**config.mk**
```make
export PLATFORM = sky130hd
export DESIGN_NAME = control_pipe_flat
export DESIGN_NICKNAME = d
export VERILOG_FILES = /design/src/rtl/control_pipe_pkg.sv /design/src/rtl/control_pipe_if.sv /design/src/rtl/control_pipe_stage_reg.sv /design/src/rtl/control_pipe.sv /design/src/flat_wrapper.sv
export SDC_FILE = /design/constraint.sdc
export NUM_CORES = 1
export LEC_CHECK = 0
export CORE_AREA = 4 4 82 84
export DETAILED_ROUTE_END_ITERATION = 12
export DIE_AREA = 0 0 86 88
export GPL_TIMING_DRIVEN = 1
export PLACE_DENSITY = 0.62
export SETUP_SLACK_MARGIN = 0.02
export SLEW_MARGIN = 20
export SYNTH_ARGS = -nofsm -noshare
export SYNTH_HDL_FRONTEND = slang
export SYNTH_HIERARCHICAL = 1
export SYNTH_SLANG_ARGS = --single-unit
```
**constraint.sdc**
```tcl
create_clock -name clk -period 2.84 [get_ports clk]
set_clock_uncertainty 0.1 [all_clocks]
set_input_delay 0.852 -clock clk [delete_from_list [all_inputs] [get_ports clk]]
set_output_delay 0.852 -clock clk [all_outputs]
set_load 0.05 [all_outputs]
```
**src/rtl/control_pipe_pkg.sv**
```systemverilog
// Shared types and constants for the control pipeline: per-stage control bundles,
// forwarding-select encodings and the all-zero bubble values.
package control_pipe_pkg;

    localparam int REG_ADDR_W = 5;
    localparam int ALU_OP_W   = 3;

    localparam logic [1:0] FWD_NONE = 2'b00;
    localparam logic [1:0] FWD_WB   = 2'b01;
    localparam logic [1:0] FWD_MEM  = 2'b10;

    typedef struct packed {
        logic                  branch;
        logic                  mem_read;
        logic                  mem_to_reg;
        logic                  mem_write;
        logic                  alu_src;
        logic                  reg_write;
        logic [ALU_OP_W-1:0]   alu_op;
        logic [REG_ADDR_W-1:0] rd;
        logic [REG_ADDR_W-1:0] rs1;
        logic [REG_ADDR_W-1:0] rs2;
    } id_ex_t;

    typedef struct packed {
        logic                  mem_read;
        logic                  mem_write;
        logic                  mem_to_reg;
        logic                  reg_write;
        logic [REG_ADDR_W-1:0] rd;
    } ex_mem_t;

    typedef struct packed {
        logic                  mem_to_reg;
        logic                  reg_write;
        logic [REG_ADDR_W-1:0] rd;
    } mem_wb_t;

    localparam int ID_EX_W  = $bits(id_ex_t);
    localparam int EX_MEM_W = $bits(ex_mem_t);
    localparam int MEM_WB_W = $bits(mem_wb_t);

    localparam id_ex_t  ID_EX_BUBBLE  = '0;
    localparam ex_mem_t EX_MEM_BUBBLE = '0;
    localparam mem_wb_t MEM_WB_BUBBLE = '0;

endpackage

```
**src/rtl/control_pipe_if.sv**
```systemverilog
// Signal bundle between the decoder/datapath side (master) and control_pipe (slave).
interface control_pipe_if;
    import control_pipe_pkg::*;

    logic                  Branch_i;
    logic                  Mem_Read_i;
    logic                  Mem_to_Reg_i;
    logic                  Mem_Write_i;
    logic                  ALU_Src_i;
    logic                  Reg_Write_i;
    logic [ALU_OP_W-1:0]   ALU_Op_i;
    logic [REG_ADDR_W-1:0] Rs1_i;
    logic [REG_ADDR_W-1:0] Rs2_i;
    logic [REG_ADDR_W-1:0] Rd_i;
    logic                  Branch_Taken_i;
    logic                  Branch_EX_o;
    logic                  ALU_Src_EX_o;
    logic [ALU_OP_W-1:0]   ALU_Op_EX_o;
    logic [REG_ADDR_W-1:0] Rd_EX_o;
    logic                  Mem_Read_MEM_o;
    logic                  Mem_Write_MEM_o;
    logic                  Reg_Write_MEM_o;
    logic [REG_ADDR_W-1:0] Rd_MEM_o;
    logic                  Mem_to_Reg_WB_o;
    logic                  Reg_Write_WB_o;
    logic [REG_ADDR_W-1:0] Rd_WB_o;
    logic [1:0]            Forward_A_o;
    logic [1:0]            Forward_B_o;
    logic                  Stall_o;
    logic                  Flush_o;

    modport master (
        output Branch_i, Mem_Read_i, Mem_to_Reg_i, Mem_Write_i, ALU_Src_i, Reg_Write_i,
               ALU_Op_i, Rs1_i, Rs2_i, Rd_i, Branch_Taken_i,
        input  Branch_EX_o, ALU_Src_EX_o, ALU_Op_EX_o, Rd_EX_o, Mem_Read_MEM_o,
               Mem_Write_MEM_o, Reg_Write_MEM_o, Rd_MEM_o, Mem_to_Reg_WB_o,
               Reg_Write_WB_o, Rd_WB_o, Forward_A_o, Forward_B_o, Stall_o, Flush_o
    );

    modport slave (
        input  Branch_i, Mem_Read_i, Mem_to_Reg_i, Mem_Write_i, ALU_Src_i, Reg_Write_i,
               ALU_Op_i, Rs1_i, Rs2_i, Rd_i, Branch_Taken_i,
        output Branch_EX_o, ALU_Src_EX_o, ALU_Op_EX_o, Rd_EX_o, Mem_Read_MEM_o,
               Mem_Write_MEM_o, Reg_Write_MEM_o, Rd_MEM_o, Mem_to_Reg_WB_o,
               Reg_Write_WB_o, Rd_WB_o, Forward_A_o, Forward_B_o, Stall_o, Flush_o
    );

endinterface

```
**src/rtl/control_pipe_stage_reg.sv**
```systemverilog
// Generic pipeline register: async active-high clear, synchronous bubble insertion.
module pipe_stage_reg #(
    parameter int W = 8
) (
    input  logic         clk,
    input  logic         reset,
    input  logic         bubble_i,
    input  logic [W-1:0] d_i,
    output logic [W-1:0] q_o
);

    logic [W-1:0] data_q;

    // Stage register; a bubble loads zeros so downstream sees a no-op bundle
    always_ff @(posedge clk or posedge reset) begin
        if (reset) begin
            data_q <= {W{1'b0}};
        end else if (bubble_i) begin
            data_q <= {W{1'b0}};
        end else begin
            data_q <= d_i;
        end
    end

    assign q_o = data_q;

endmodule

```
**src/rtl/control_pipe.sv**
```systemverilog
// Control-side pipeline registers (ID/EX, EX/MEM, MEM/WB) with load-use stall,
// branch flush and EX-stage forwarding selects.
module control_pipe
    import control_pipe_pkg::*;
(
    input  logic            clk,
    input  logic            reset,
    control_pipe_if.slave   bus
);

    id_ex_t  id_ex_d, id_ex_q;
    ex_mem_t ex_mem_d, ex_mem_q;
    mem_wb_t mem_wb_d, mem_wb_q;
    logic    stall_s;
    logic    flush_s;
    logic    bubble_s;
    logic [1:0] fwd_a_s;
    logic [1:0] fwd_b_s;

    // Next-state bundles for each stage register
    always_comb begin
        id_ex_d            = ID_EX_BUBBLE;
        id_ex_d.branch     = bus.Branch_i;
        id_ex_d.mem_read   = bus.Mem_Read_i;
        id_ex_d.mem_to_reg = bus.Mem_to_Reg_i;
        id_ex_d.mem_write  = bus.Mem_Write_i;
        id_ex_d.alu_src    = bus.ALU_Src_i;
        id_ex_d.reg_write  = bus.Reg_Write_i;
        id_ex_d.alu_op     = bus.ALU_Op_i;
        id_ex_d.rd         = bus.Rd_i;
        id_ex_d.rs1        = bus.Rs1_i;
        id_ex_d.rs2        = bus.Rs2_i;

        ex_mem_d            = EX_MEM_BUBBLE;
        ex_mem_d.mem_read   = id_ex_q.mem_read;
        ex_mem_d.mem_write  = id_ex_q.mem_write;
        ex_mem_d.mem_to_reg = id_ex_q.mem_to_reg;
        ex_mem_d.reg_write  = id_ex_q.reg_write;
        ex_mem_d.rd         = id_ex_q.rd;

        mem_wb_d            = MEM_WB_BUBBLE;
        mem_wb_d.mem_to_reg = ex_mem_q.mem_to_reg;
        mem_wb_d.reg_write  = ex_mem_q.reg_write;
        mem_wb_d.rd         = ex_mem_q.rd;
    end

    // A taken branch masks the stall so the pair yields a single bubble
    assign flush_s  = bus.Branch_Taken_i;
    assign stall_s  = id_ex_q.mem_read
                    & (id_ex_q.rd != {REG_ADDR_W{1'b0}})
                    & ((id_ex_q.rd == bus.Rs1_i) | (id_ex_q.rd == bus.Rs2_i))
                    & ~bus.Branch_Taken_i;
    assign bubble_s = stall_s | flush_s;

    pipe_stage_reg #(.W(ID_EX_W)) u_id_ex (
        .clk(clk), .reset(reset), .bubble_i(bubble_s), .d_i(id_ex_d), .q_o(id_ex_q)
    );

    pipe_stage_reg #(.W(EX_MEM_W)) u_ex_mem (
        .clk(clk), .reset(reset), .bubble_i(1'b0), .d_i(ex_mem_d), .q_o(ex_mem_q)
    );

    pipe_stage_reg #(.W(MEM_WB_W)) u_mem_wb (
        .clk(clk), .reset(reset), .bubble_i(1'b0), .d_i(mem_wb_d), .q_o(mem_wb_q)
    );

    // Forwarding selects: the younger MEM result wins over WB; x0 never forwards
    always_comb begin
        fwd_a_s = FWD_NONE;
        fwd_b_s = FWD_NONE;
        if (ex_mem_q.reg_write && (ex_mem_q.rd != {REG_ADDR_W{1'b0}}) && (ex_mem_q.rd == id_ex_q.rs1)) begin
            fwd_a_s = FWD_MEM;
        end else if (mem_wb_q.reg_write && (mem_wb_q.rd != {REG_ADDR_W{1'b0}}) && (mem_wb_q.rd == id_ex_q.rs1)) begin
            fwd_a_s = FWD_WB;
        end else begin
            fwd_a_s = FWD_NONE;
        end
        if (ex_mem_q.reg_write && (ex_mem_q.rd != {REG_ADDR_W{1'b0}}) && (ex_mem_q.rd == id_ex_q.rs2)) begin
            fwd_b_s = FWD_MEM;
        end else if (mem_wb_q.reg_write && (mem_wb_q.rd != {REG_ADDR_W{1'b0}}) && (mem_wb_q.rd == id_ex_q.rs2)) begin
            fwd_b_s = FWD_WB;
        end else begin
            fwd_b_s = FWD_NONE;
        end
    end

    assign bus.Branch_EX_o     = id_ex_q.branch;
    assign bus.ALU_Src_EX_o    = id_ex_q.alu_src;
    assign bus.ALU_Op_EX_o     = id_ex_q.alu_op;
    assign bus.Rd_EX_o         = id_ex_q.rd;
    assign bus.Mem_Read_MEM_o  = ex_mem_q.mem_read;
    assign bus.Mem_Write_MEM_o = ex_mem_q.mem_write;
    assign bus.Reg_Write_MEM_o = ex_mem_q.reg_write;
    assign bus.Rd_MEM_o        = ex_mem_q.rd;
    assign bus.Mem_to_Reg_WB_o = mem_wb_q.mem_to_reg;
    assign bus.Reg_Write_WB_o  = mem_wb_q.reg_write;
    assign bus.Rd_WB_o         = mem_wb_q.rd;
    assign bus.Forward_A_o     = fwd_a_s;
    assign bus.Forward_B_o     = fwd_b_s;
    assign bus.Stall_o         = stall_s;
    assign bus.Flush_o         = flush_s;

endmodule

```
**src/flat_wrapper.sv**
```systemverilog
// flat-port wrapper written by rule: the top's interface ports become plain ports
module control_pipe_flat import control_pipe_pkg::*;
  (clk, reset, bus_Branch_i, bus_Mem_Read_i, bus_Mem_to_Reg_i, bus_Mem_Write_i, bus_ALU_Src_i, bus_Reg_Write_i, bus_ALU_Op_i, bus_Rs1_i, bus_Rs2_i, bus_Rd_i, bus_Branch_Taken_i, bus_Branch_EX_o, bus_ALU_Src_EX_o, bus_ALU_Op_EX_o, bus_Rd_EX_o, bus_Mem_Read_MEM_o, bus_Mem_Write_MEM_o, bus_Reg_Write_MEM_o, bus_Rd_MEM_o, bus_Mem_to_Reg_WB_o, bus_Reg_Write_WB_o, bus_Rd_WB_o, bus_Forward_A_o, bus_Forward_B_o, bus_Stall_o, bus_Flush_o);
  control_pipe_if bus_i ();
  input  logic clk;
  input  logic reset;
  input wire logic [$bits(bus_i.Branch_i)-1:0] bus_Branch_i;
  input wire logic [$bits(bus_i.Mem_Read_i)-1:0] bus_Mem_Read_i;
  input wire logic [$bits(bus_i.Mem_to_Reg_i)-1:0] bus_Mem_to_Reg_i;
  input wire logic [$bits(bus_i.Mem_Write_i)-1:0] bus_Mem_Write_i;
  input wire logic [$bits(bus_i.ALU_Src_i)-1:0] bus_ALU_Src_i;
  input wire logic [$bits(bus_i.Reg_Write_i)-1:0] bus_Reg_Write_i;
  input wire logic [$bits(bus_i.ALU_Op_i)-1:0] bus_ALU_Op_i;
  input wire logic [$bits(bus_i.Rs1_i)-1:0] bus_Rs1_i;
  input wire logic [$bits(bus_i.Rs2_i)-1:0] bus_Rs2_i;
  input wire logic [$bits(bus_i.Rd_i)-1:0] bus_Rd_i;
  input wire logic [$bits(bus_i.Branch_Taken_i)-1:0] bus_Branch_Taken_i;
  output wire logic [$bits(bus_i.Branch_EX_o)-1:0] bus_Branch_EX_o;
  output wire logic [$bits(bus_i.ALU_Src_EX_o)-1:0] bus_ALU_Src_EX_o;
  output wire logic [$bits(bus_i.ALU_Op_EX_o)-1:0] bus_ALU_Op_EX_o;
  output wire logic [$bits(bus_i.Rd_EX_o)-1:0] bus_Rd_EX_o;
  output wire logic [$bits(bus_i.Mem_Read_MEM_o)-1:0] bus_Mem_Read_MEM_o;
  output wire logic [$bits(bus_i.Mem_Write_MEM_o)-1:0] bus_Mem_Write_MEM_o;
  output wire logic [$bits(bus_i.Reg_Write_MEM_o)-1:0] bus_Reg_Write_MEM_o;
  output wire logic [$bits(bus_i.Rd_MEM_o)-1:0] bus_Rd_MEM_o;
  output wire logic [$bits(bus_i.Mem_to_Reg_WB_o)-1:0] bus_Mem_to_Reg_WB_o;
  output wire logic [$bits(bus_i.Reg_Write_WB_o)-1:0] bus_Reg_Write_WB_o;
  output wire logic [$bits(bus_i.Rd_WB_o)-1:0] bus_Rd_WB_o;
  output wire logic [$bits(bus_i.Forward_A_o)-1:0] bus_Forward_A_o;
  output wire logic [$bits(bus_i.Forward_B_o)-1:0] bus_Forward_B_o;
  output wire logic [$bits(bus_i.Stall_o)-1:0] bus_Stall_o;
  output wire logic [$bits(bus_i.Flush_o)-1:0] bus_Flush_o;
  assign bus_i.Branch_i = bus_Branch_i;
  assign bus_i.Mem_Read_i = bus_Mem_Read_i;
  assign bus_i.Mem_to_Reg_i = bus_Mem_to_Reg_i;
  assign bus_i.Mem_Write_i = bus_Mem_Write_i;
  assign bus_i.ALU_Src_i = bus_ALU_Src_i;
  assign bus_i.Reg_Write_i = bus_Reg_Write_i;
  assign bus_i.ALU_Op_i = bus_ALU_Op_i;
  assign bus_i.Rs1_i = bus_Rs1_i;
  assign bus_i.Rs2_i = bus_Rs2_i;
  assign bus_i.Rd_i = bus_Rd_i;
  assign bus_i.Branch_Taken_i = bus_Branch_Taken_i;
  assign bus_Branch_EX_o = bus_i.Branch_EX_o;
  assign bus_ALU_Src_EX_o = bus_i.ALU_Src_EX_o;
  assign bus_ALU_Op_EX_o = bus_i.ALU_Op_EX_o;
  assign bus_Rd_EX_o = bus_i.Rd_EX_o;
  assign bus_Mem_Read_MEM_o = bus_i.Mem_Read_MEM_o;
  assign bus_Mem_Write_MEM_o = bus_i.Mem_Write_MEM_o;
  assign bus_Reg_Write_MEM_o = bus_i.Reg_Write_MEM_o;
  assign bus_Rd_MEM_o = bus_i.Rd_MEM_o;
  assign bus_Mem_to_Reg_WB_o = bus_i.Mem_to_Reg_WB_o;
  assign bus_Reg_Write_WB_o = bus_i.Reg_Write_WB_o;
  assign bus_Rd_WB_o = bus_i.Rd_WB_o;
  assign bus_Forward_A_o = bus_i.Forward_A_o;
  assign bus_Forward_B_o = bus_i.Forward_B_o;
  assign bus_Stall_o = bus_i.Stall_o;
  assign bus_Flush_o = bus_i.Flush_o;
  control_pipe u_core (.clk(clk), .reset(reset), .bus(bus_i));
endmodule
```
==> impl_metrics.tcl, run 1 <==
set metrics [dict create \
    gr-total-overflow 0 \
    grt_antenna_before_repair 0 \
    hold_class "reg -> reg" \
    maxSlewHeadroom_pct 65.8 \
    critPathMaxStageDelay_ns 0.55 \
    grt_pass1_wl_um 6170 \
    dieArea_sq_mm 0.00757 \
    maxCapViolations 0 \
    h-tree-depth 2 \
    via_count 1192 \
    rsz0062_at_grt "yes" \
    syn_inst 138 \
    grt_max_degree 25 \
    layout_min_cycle_time_ns 2.87 \
    routed_wl_um 3730 \
    pin_count 58 \
    status "complete, but fails checks" \
    crit_end "bus_Forward_A_o[0]" \
    syn2layout_area_growth_pct 59.9 \
    layout_commonest_cell "clkdlybuf4s50_1" \
    r2r_start "u_core/u_id_ex/q_o[11]" \
    portBuffers 57 \
    worst_pin_slew_ns 0.512 \
    drc 0 \
    antenna_cells 0 \
    start_util_pct 29.4 \
    root_buffer "clkbuf_8" \
    crit_type "reg -> out" \
    yosysTopAreaCellShare_pct 57.5 \
    cellPowerDensity_mw_per_mm2 452 \
    setup_viol 2 \
    synth_top_family_by_area "simple AND/OR/NAND/NOR gates" \
    total_power_w 0.00126 \
    fin_nets 253 \
    die_x_um 86 \
    route.detailed.vias_per_inst 3.95 \
    cp_slowest_cell "or4_4" \
    cts_sinks 40 \
    grt_pass1_vias 1263 \
    gp_congestion 0.741 \
    yosysTopAreaCell "dfrtp_1" \
    leakage_nw 1.27 \
    clk_pin_slew_ns 0.08 \
    synth_area_sq_mm 0.00174 \
    drv_slew 0 \
    synth_compound_area_share_pct 1.94 \
    hold_viol 0 \
    rows 28 \
    postCtsHoldBufs 0 \
    cts_buffers 5 \
    critPathTopFamily "simple AND/OR/NAND/NOR gates" \
    drt_iter0_drc 17 \
    cts.path.max_buffers 2 \
    fin_ws_ns -0.0312 \
    drive_above_1_share_pct 27.8 \
    critPathBufInv 1 \
    ir_worst_vdd_v 0.000243 \
    rr_worst_depth 7 \
    worst-path-max-fanout 4 \
    failed_checks "negative setup slack" \
    startpoint "u_core/u_mem_wb/q_o[3]" \
    yosys.area_share.simple_pct 22.9 \
    cp.depth 4 \
    r2r_setup_slack_ns 0.85 \
    cp.required_ns 1.89 \
    synth-seq-cells 40 \
    tns_ns -0.0579 \
    synth-xor-area-share_pct 15.1 \
    cp-end-kind "output pin" \
    fin_crit_sh_pct 101 \
    yosysWarningCount 6 \
    hold_depth 1 \
    nFillCells 553 \
    die_height_um 88 \
    detail-route-antenna-nets 0 \
    grt_usage_pct 10.8 \
    insertion_delay_ns 0.29 \
    r2r_end "u_core/u_id_ex/q_o[2]" \
    muxShareOfSynthArea_pct 0 \
    path_cells "xor2_1 > or4_4 > nor4_4 > buf_12" \
    wl_per_cell_um 12.3 \
    synth_area_leaders "dfrtp_1 (58%), xor2_1 (12%), nor2b_1 (7.9%)" \
    drtPass1Iterations 4 \
    ys_types 21 \
    dp_hpwl_um 3050 \
    synth.avg_cell_area_sq_um 12.6 \
    synth_fa_ha_area_share_pct 0 \
    yosysSeqAreaShare_pct 57.5 \
    worstPathArrival_ns 1.92 \
    cts_tree "yes" \
    layout_common_cells "clkdlybuf4s50_1 (41), dfrtp_1 (32), xor2_1 (24)" \
    max_clock_freq_mhz 348 \
    critPathLaunchType "flip-flop" \
    coreArea_sq_mm 0.00592 \
]
[worst register-to-register path, cell delays in order, from the launching register on]
cell	delay (ns)
dfrtp_1	0.44
or4_1	0.55
o21ai_0	0.16
buf_4	0.16
o21bai_2	0.10
buf_4	0.17
buf_12	0.13
nor2b_1	0.12
[sequential cells by signal, indices dropped and copies added (netlist names)]
register	count
u_core/u_ex_mem/q_o	9
u_core/u_mem_wb/q_o	7
u_core/u_id_ex/q_o	24
[logic make-up after synthesis]
logic type	count (synthesis)
xor+xnor	30
simple gates	56
other cells	1
buf+inv	6
compound gates	5
flops	40
[metrics by stage]
stage                     cells  utilization [%]  instance area (sq um)  worst slack (ns)  hold slack (ns)
after global placement      289             44.7                   2650            -0.287            0.341
after detailed placement    289             44.7                   2650            -0.339            0.348
final                       302             47.0                   2780           -0.0312            0.361
after floorplan             153                -                   1880           -0.0856            0.339
after CTS                   300             46.6                   2760           -0.0604            0.365
after global routing        302             47.0                   2780           -0.0937            0.390
[report_power, final]
part | internal, W | switching (W)
combinational | 0.000115 | 0.000135
clock | 0.000197 | 0.000192
sequential | 0.000596 | 0.0000235
total | 0.000908 | 0.000350
[cell usage after synthesis]
cell type and instances:
a22oi_1 1, xor2_1 24, nor2_1 2, buf_6 2, or4_1 5, o21ai_1 1, xnor2_1 6, inv_1 3
nor2b_1 22, and2b_1 4, nand3_1 2, o21ai_2 1, dfrtp_1 40, o21bai_1 1, nor4_1 2, nor4_2 2
o21ai_0 1, buf_4 1, conb_1 1, nor3_1 3, nor2b_2 14
[per-layer routing]
layer | part of all wire (%) | track usage, %
met1 | 39 | 12.6
met2 | 52 | 18.4
met3 | 8.0 | 4.05
met4 | 1.3 | 3.88
met5 | 0 | 0
[area by class of cell]
cell class / count / area (sq um) / share of cell area, %
Tap cell: 75 / 93.8 / 3.37
Sequential cell: 40 / 1010 / 36.3
Multi-Input combinational cell: 107 / 851 / 30.6
Clock inverter: 1 / 7.51 / 0.270
Clock buffer: 7 / 86.3 / 3.10
Inverter: 3 / 11.3 / 0.405
Timing Repair Buffer: 69 / 722 / 25.9
[worst min-delay path by stage]
stage	start	slack, ns	to
floorplan	u_core/u_id_ex/q_o[18]	0.34	u_core/u_ex_mem/q_o[5]
global placement	u_core/u_ex_mem/q_o[6]	0.34	u_core/u_mem_wb/q_o[6]
detailed placement	u_core/u_ex_mem/q_o[6]	0.35	u_core/u_mem_wb/q_o[6]
CTS	u_core/u_ex_mem/q_o[6]	0.37	u_core/u_mem_wb/q_o[6]
global route	u_core/u_id_ex/q_o[20]	0.39	u_core/u_ex_mem/q_o[7]
finish	u_core/u_ex_mem/q_o[6]	0.36	u_core/u_mem_wb/q_o[6]
[repair_timing]
item	4_1_cts	5_1_grt
setup endpoints to repair	3	4
pin swaps	7	1
gates resized for setup	22	2
buffers inserted	3	2
Power figures use the tool's default switching activity.
==> inputs of run 2 (changes only) <==
--- a/config.mk
+++ b/config.mk
@@ -11,7 +11,6 @@
 export GPL_TIMING_DRIVEN = 1
 export PLACE_DENSITY = 0.62
 export SETUP_SLACK_MARGIN = 0.02
-export SLEW_MARGIN = 20
 export SYNTH_ARGS = -nofsm -noshare
 export SYNTH_HDL_FRONTEND = slang
 export SYNTH_HIERARCHICAL = 1
==> constraint.sdc (replaced) <==
create_clock -name clk -period 3.1 [get_ports clk]
set_clock_uncertainty 0.1 [all_clocks]
set_input_delay 0.93 -clock clk [delete_from_list [all_inputs] [get_ports clk]]
set_output_delay 0.93 -clock clk [all_outputs]
set_load 0.05 [all_outputs]
==> run 2 against run 1 <==
Via count is 0.59% higher; critical path depth is 2 higher; power is 1.2% higher; clock power is 24% higher; sequential power is 8.6% lower; cell area is 1.3% higher; hold slack worse by 0.0014 ns; largest cell class unchanged; cell count is 0.66% higher; the run now ends clean; sequential cell count stayed put; die area stayed put.
==> impl_metrics.tcl, run 2 (synthesis results as in run 1) <==
set metrics [dict create \
    crit_type "in -> out" \
    final_core_util_pct 47.6 \
    maxSlewHeadroom_pct 59.1 \
    drt_iter0_drc 4 \
    syn2layout_area_growth_pct 61.9 \
    rows 28 \
    pin_count 58 \
    layout.cells.non_filler 304 \
    die_height_um 88 \
    fin_ws_ns 0.0618 \
    maxCapViolations 0 \
    gr-total-overflow 0 \
    grt_usage_pct 10.0 \
    worst-path-max-fanout 2 \
    drtPass1Iterations 2 \
    ir_worst_vdd_v 0.000311 \
    root_buffer "clkbuf_8" \
    coreArea_sq_mm 0.00592 \
    max_clock_freq_mhz 329 \
    cts_tree "yes" \
    largest_reg_flops 24 \
    dieArea_sq_mm 0.00757 \
    antenna_cells 0 \
    grt_antenna_before_repair 0 \
    postCtsHoldBufs 0 \
    cp-end-kind "output pin" \
    tns_ns 0 \
    drive_above_1_share_pct 24.9 \
    cellPowerDensity_mw_per_mm2 452 \
    dp.cells 285 \
    cts_buffers 5 \
    routed_wl_um 3640 \
    cts_sinks 40 \
    hold_viol 0 \
    setup_viol 0 \
    finalInstanceArea_sq_mm 0.00282 \
    wl_per_cell_um 12.0 \
    critPathLaunchType "primary input" \
    layout_commonest_cell "clkdlybuf4s50_1" \
    detail-route-antenna-nets 0 \
    fin_crit_sh_pct 98.0 \
    layout_common_cells "clkdlybuf4s50_1 (41), dfrtp_1 (40), xor2_1 (23)" \
    dp_hpwl_um 2800 \
    portBuffers 57 \
    grt_max_degree 25 \
    worstPathArrival_ns 2.01 \
    hold_class "reg -> reg" \
    start_util_pct 29.4 \
    cp.required_ns 2.07 \
    h-tree-depth 2 \
    via_count 1199 \
    cts.path.max_buffers 2 \
    grt_pass1_wl_um 5820 \
    placed_area_sq_mm 0.00256 \
    route.detailed.vias_per_inst 3.94 \
    drc 0 \
    grt_pass1_vias 1276 \
    status "finished clean" \
    rsz0062_at_grt "yes" \
    dp_slack_ns -0.186 \
    worst_pin_slew_ns 0.608 \
    leakage_nw 1.31 \
    layout_min_cycle_time_ns 3.04 \
    fin_nets 256 \
    gp_congestion 0.716 \
    die_x_um 86 \
    insertion_delay_ns 0.28 \
    drv_slew 0 \
    clk_pin_slew_ns 0.07 \
]
run 2: cell types whose count changed in the layout (fill, tap and decap cells not counted), moves of 2 or more:
cell	previous run	this run
dfrtp_2	8	0
buf_4	10	13
clkdlybuf4s15_1	2	5
o21ai_2	0	2
nor4_2	0	2
nor4_4	4	2
dfrtp_1	32	40
buf_2	2	0
bufinv_16	0	2
run 2: power breakdown:
part | switching [W] | internal (W)
logic | 0.000119 | 0.000104
clock network | 0.000168 | 0.000317
registers | 0.0000203 | 0.000545
total | 0.000308 | 0.000966
run 2: worst paths after layout:
| path | from | end | slack, ns | cells past startpoint |
|---|---|---|---|---|
| worst max register to register | u_core/u_id_ex/q_o[11] | u_core/u_id_ex/q_o[23] | 1.11 | 5 |
| worst max-delay path | bus_Rs1_i[1] | bus_Stall_o | 0.06 | 6 |
| min in group asynchronous | reset | u_core/u_mem_wb/q_o[1] | 0.83 | 2 |
| worst min-delay path | u_core/u_id_ex/q_o[20] | u_core/u_ex_mem/q_o[7] | 0.36 | 1 |
| max in group asynchronous | reset | u_core/u_id_ex/q_o[12] | 1.71 | 3 |
| worst min register to register | u_core/u_id_ex/q_o[20] | u_core/u_ex_mem/q_o[7] | 0.36 | 1 |
run 2: worst max-delay path: stages:
cell           delay (ns)
dlygate4sd2_1        0.25
xor2_1               0.14
nor3_1               0.21
a22oi_2              0.11
nor3_2               0.19
buf_12               0.17
run 2: final cells by class:
class,instances,area (sq um)
fillers,546,3100
flip-flops and latches,40,1000
multi-input cells,107,830
repair buffers,72,753
well taps,75,93.8
clock buffers,5,68.8
clock inverters,2,60.1
inverters,3,11.3
run 2: repair_timing:
item                       in CTS  in global routing
gates resized for setup        16                  8
pin swaps                       5                  5
setup endpoints to repair       3                  3
setup buffers                   4                  9
run 2: through the flow:
stage                     hold slack (ns)  total power [W]
final                               0.359          0.00127
after global routing                0.394          0.00133
after floorplan                     0.339         0.000702
after global placement              0.342         0.000791
after detailed placement            0.350         0.000791
after CTS                           0.364          0.00128
run 2: per-layer routing:
layer | vias to the layer above | GRT usage, % | wire (um)
met2 | 45 | 17.0 | 1780
met3 | 7 | 4.42 | 362
met1 | 544 | 10.7 | 1410
met5 | - | 0 | 0
met4 | 0 | 4.60 | 85
li1 | 603 | - | -
==> inputs of run 3 (changes only) <==
--- a/config.mk
+++ b/config.mk
@@ -5,11 +5,14 @@
 export SDC_FILE = /design/constraint.sdc
 export NUM_CORES = 1
 export LEC_CHECK = 0
-export CORE_AREA = 4 4 82 84
+export CAP_MARGIN = 0
+export CELL_PAD_IN_SITES_DETAIL_PLACEMENT = 0
+export CELL_PAD_IN_SITES_GLOBAL_PLACEMENT = 2
+export CORE_AREA = 4 4 83 85
 export DETAILED_ROUTE_END_ITERATION = 12
-export DIE_AREA = 0 0 86 88
+export DIE_AREA = 0 0 87 89
 export GPL_TIMING_DRIVEN = 1
-export PLACE_DENSITY = 0.62
+export PLACE_DENSITY = 0.85
 export SETUP_SLACK_MARGIN = 0.02
 export SYNTH_ARGS = -nofsm -noshare
 export SYNTH_HDL_FRONTEND = slang
==> run 3 against run 2 <==
Power fell by 13%; fmax rose by 0.40%; clock-buffer cell count rose by 1; clock power fell by 34%; sequential share of layout area rose by 0.76 points; utilization fell by 3.1 points; combinational power barely moved; critical path depth fell by 1; sequential cell count did not move; global-route usage rose by 0.41 points; critical path type is now reg -> out; largest cell class unchanged.
==> impl_metrics.tcl, run 3 (synthesis results as in run 1) <==
set metrics [dict create \
    status "finished clean" \
    fin_nets 253 \
    worst-path-max-fanout 2 \
    grt_max_degree 25 \
    drt_iter0_drc 12 \
    layout_commonest_cell "clkdlybuf4s50_1" \
    grt_antenna_before_repair 1 \
    grt_pass1_wl_um 6110 \
    grt_pass1_vias 1330 \
    cts_sinks 40 \
    setup_viol 0 \
    cts_tree "yes" \
    pin_count 58 \
    clk_pin_slew_ns 0.07 \
    cellPowerDensity_mw_per_mm2 402 \
    ir_worst_vdd_v 0.000224 \
    drv_slew 0 \
    final_core_util_pct 44.5 \
    wl_per_cell_um 12.1 \
    dp.cells 289 \
    fin_crit_sh_pct 97.6 \
    placed_area_sq_mm 0.00258 \
    layout.cells.non_filler 304 \
    hold_class "reg -> reg" \
    cp-end-kind "output pin" \
    worst_pin_slew_ns 0.511 \
    critPathLaunchType "flip-flop" \
    detail-route-antenna-nets 0 \
    finalInstanceArea_sq_mm 0.00276 \
    route.detailed.vias_per_inst 3.92 \
    die_height_um 89 \
    rows 29 \
    layout_min_cycle_time_ns 3.03 \
    cts.path.max_buffers 2 \
    drive_above_1_share_pct 22.6 \
    max_clock_freq_mhz 330 \
    portBuffers 57 \
    gp_congestion 0.739 \
    via_count 1191 \
    worstPathArrival_ns 2.00 \
    total_power_w 0.00111 \
    cts_buffers 5 \
    coreArea_sq_mm 0.00620 \
    drc 0 \
    drtPass1Iterations 4 \
    start_util_pct 28.1 \
    cp.required_ns 2.07 \
    grt_usage_pct 10.4 \
    dieArea_sq_mm 0.00774 \
    gr-total-overflow 0 \
    largest_reg_flops 24 \
    maxSlewHeadroom_pct 65.8 \
    root_buffer "clkbuf_8" \
    rsz0062_at_grt "yes" \
    insertion_delay_ns 0.29 \
    holdWs_ns 0.363 \
    die_x_um 87 \
    hold_viol 0 \
    routed_wl_um 3680 \
    syn2layout_area_growth_pct 58.5 \
    layout_common_cells "clkdlybuf4s50_1 (41), dfrtp_1 (40), xor2_1 (24)" \
    crit_type "reg -> out" \
    maxCapViolations 0 \
    leakage_nw 1.28 \
    postCtsHoldBufs 0 \
    h-tree-depth 2 \
]
-- run 3: area by class of cell --
cell class / count / area [sq um]
multi-input combinational: 107 / 841
inverter: 3 / 11.3
tap: 77 / 96.3
sequential: 40 / 1000
clock buffer: 6 / 72.6
clock inverter: 1 / 5.00
antenna: 1 / 2.50
fill: 599 / 3450
timing repair buffer: 69 / 729
-- run 3: timing repair --
| item | CTS | global route |
|---|---|---|
| setup endpoints to repair | 3 | 3 |
| resized for setup | 18 | 5 |
| pin swaps | 7 | 4 |
| buffers inserted | 4 | 3 |
-- run 3: through the flow --
stage | setup WS, ns | setup TNS, ns
finish | 0.0739 | 0
global route | 0.00646 | 0
CTS | 0.00966 | 0
detailed placement | -0.198 | -0.198
global placement | -0.194 | -0.194
floorplan | -0.296 | -0.641
-- run 3: worst max-delay path: stages, from the launching register on --
cell	delay, ns
dfrtp_1	0.39
or4_4	0.55
o21ai_4	0.21
nor4_4	0.06
nor4_4	0.32
buf_12	0.18
-- run 3: power breakdown --
group / internal, W / switching [W] / total, W
Clock: 0.000153 / 0.000165 / 0.000318
Combinational: 0.000103 / 0.000122 / 0.000225
Sequential: 0.000546 / 0.0000206 / 0.000566
-- run 3: worst paths after layout --
check	depth (start not counted)	from	slack, ns	end
min in group asynchronous	2	reset	0.83	u_core/u_mem_wb/q_o[6]
max	5	u_core/u_ex_mem/q_o[1]	0.07	bus_Forward_B_o[0]
max in group asynchronous	3	reset	1.72	u_core/u_id_ex/q_o[14]
min reg2reg	1	u_core/u_ex_mem/q_o[6]	0.36	u_core/u_mem_wb/q_o[6]
max reg2reg	5	u_core/u_id_ex/q_o[11]	1.08	u_core/u_id_ex/q_o[21]
min	1	u_core/u_ex_mem/q_o[6]	0.36	u_core/u_mem_wb/q_o[6]
-- run 3: per-layer routing --
layer | vias to the layer above | part of all wire, % | global-route usage, %
met2 | 41 | 50 | 18.7
met4 | 0 | 1.3 | 3.40
met3 | 8 | 9.3 | 4.42
met5 | - | 0 | 0
met1 | 537 | 39 | 11.1
li1 | 605 | - | -
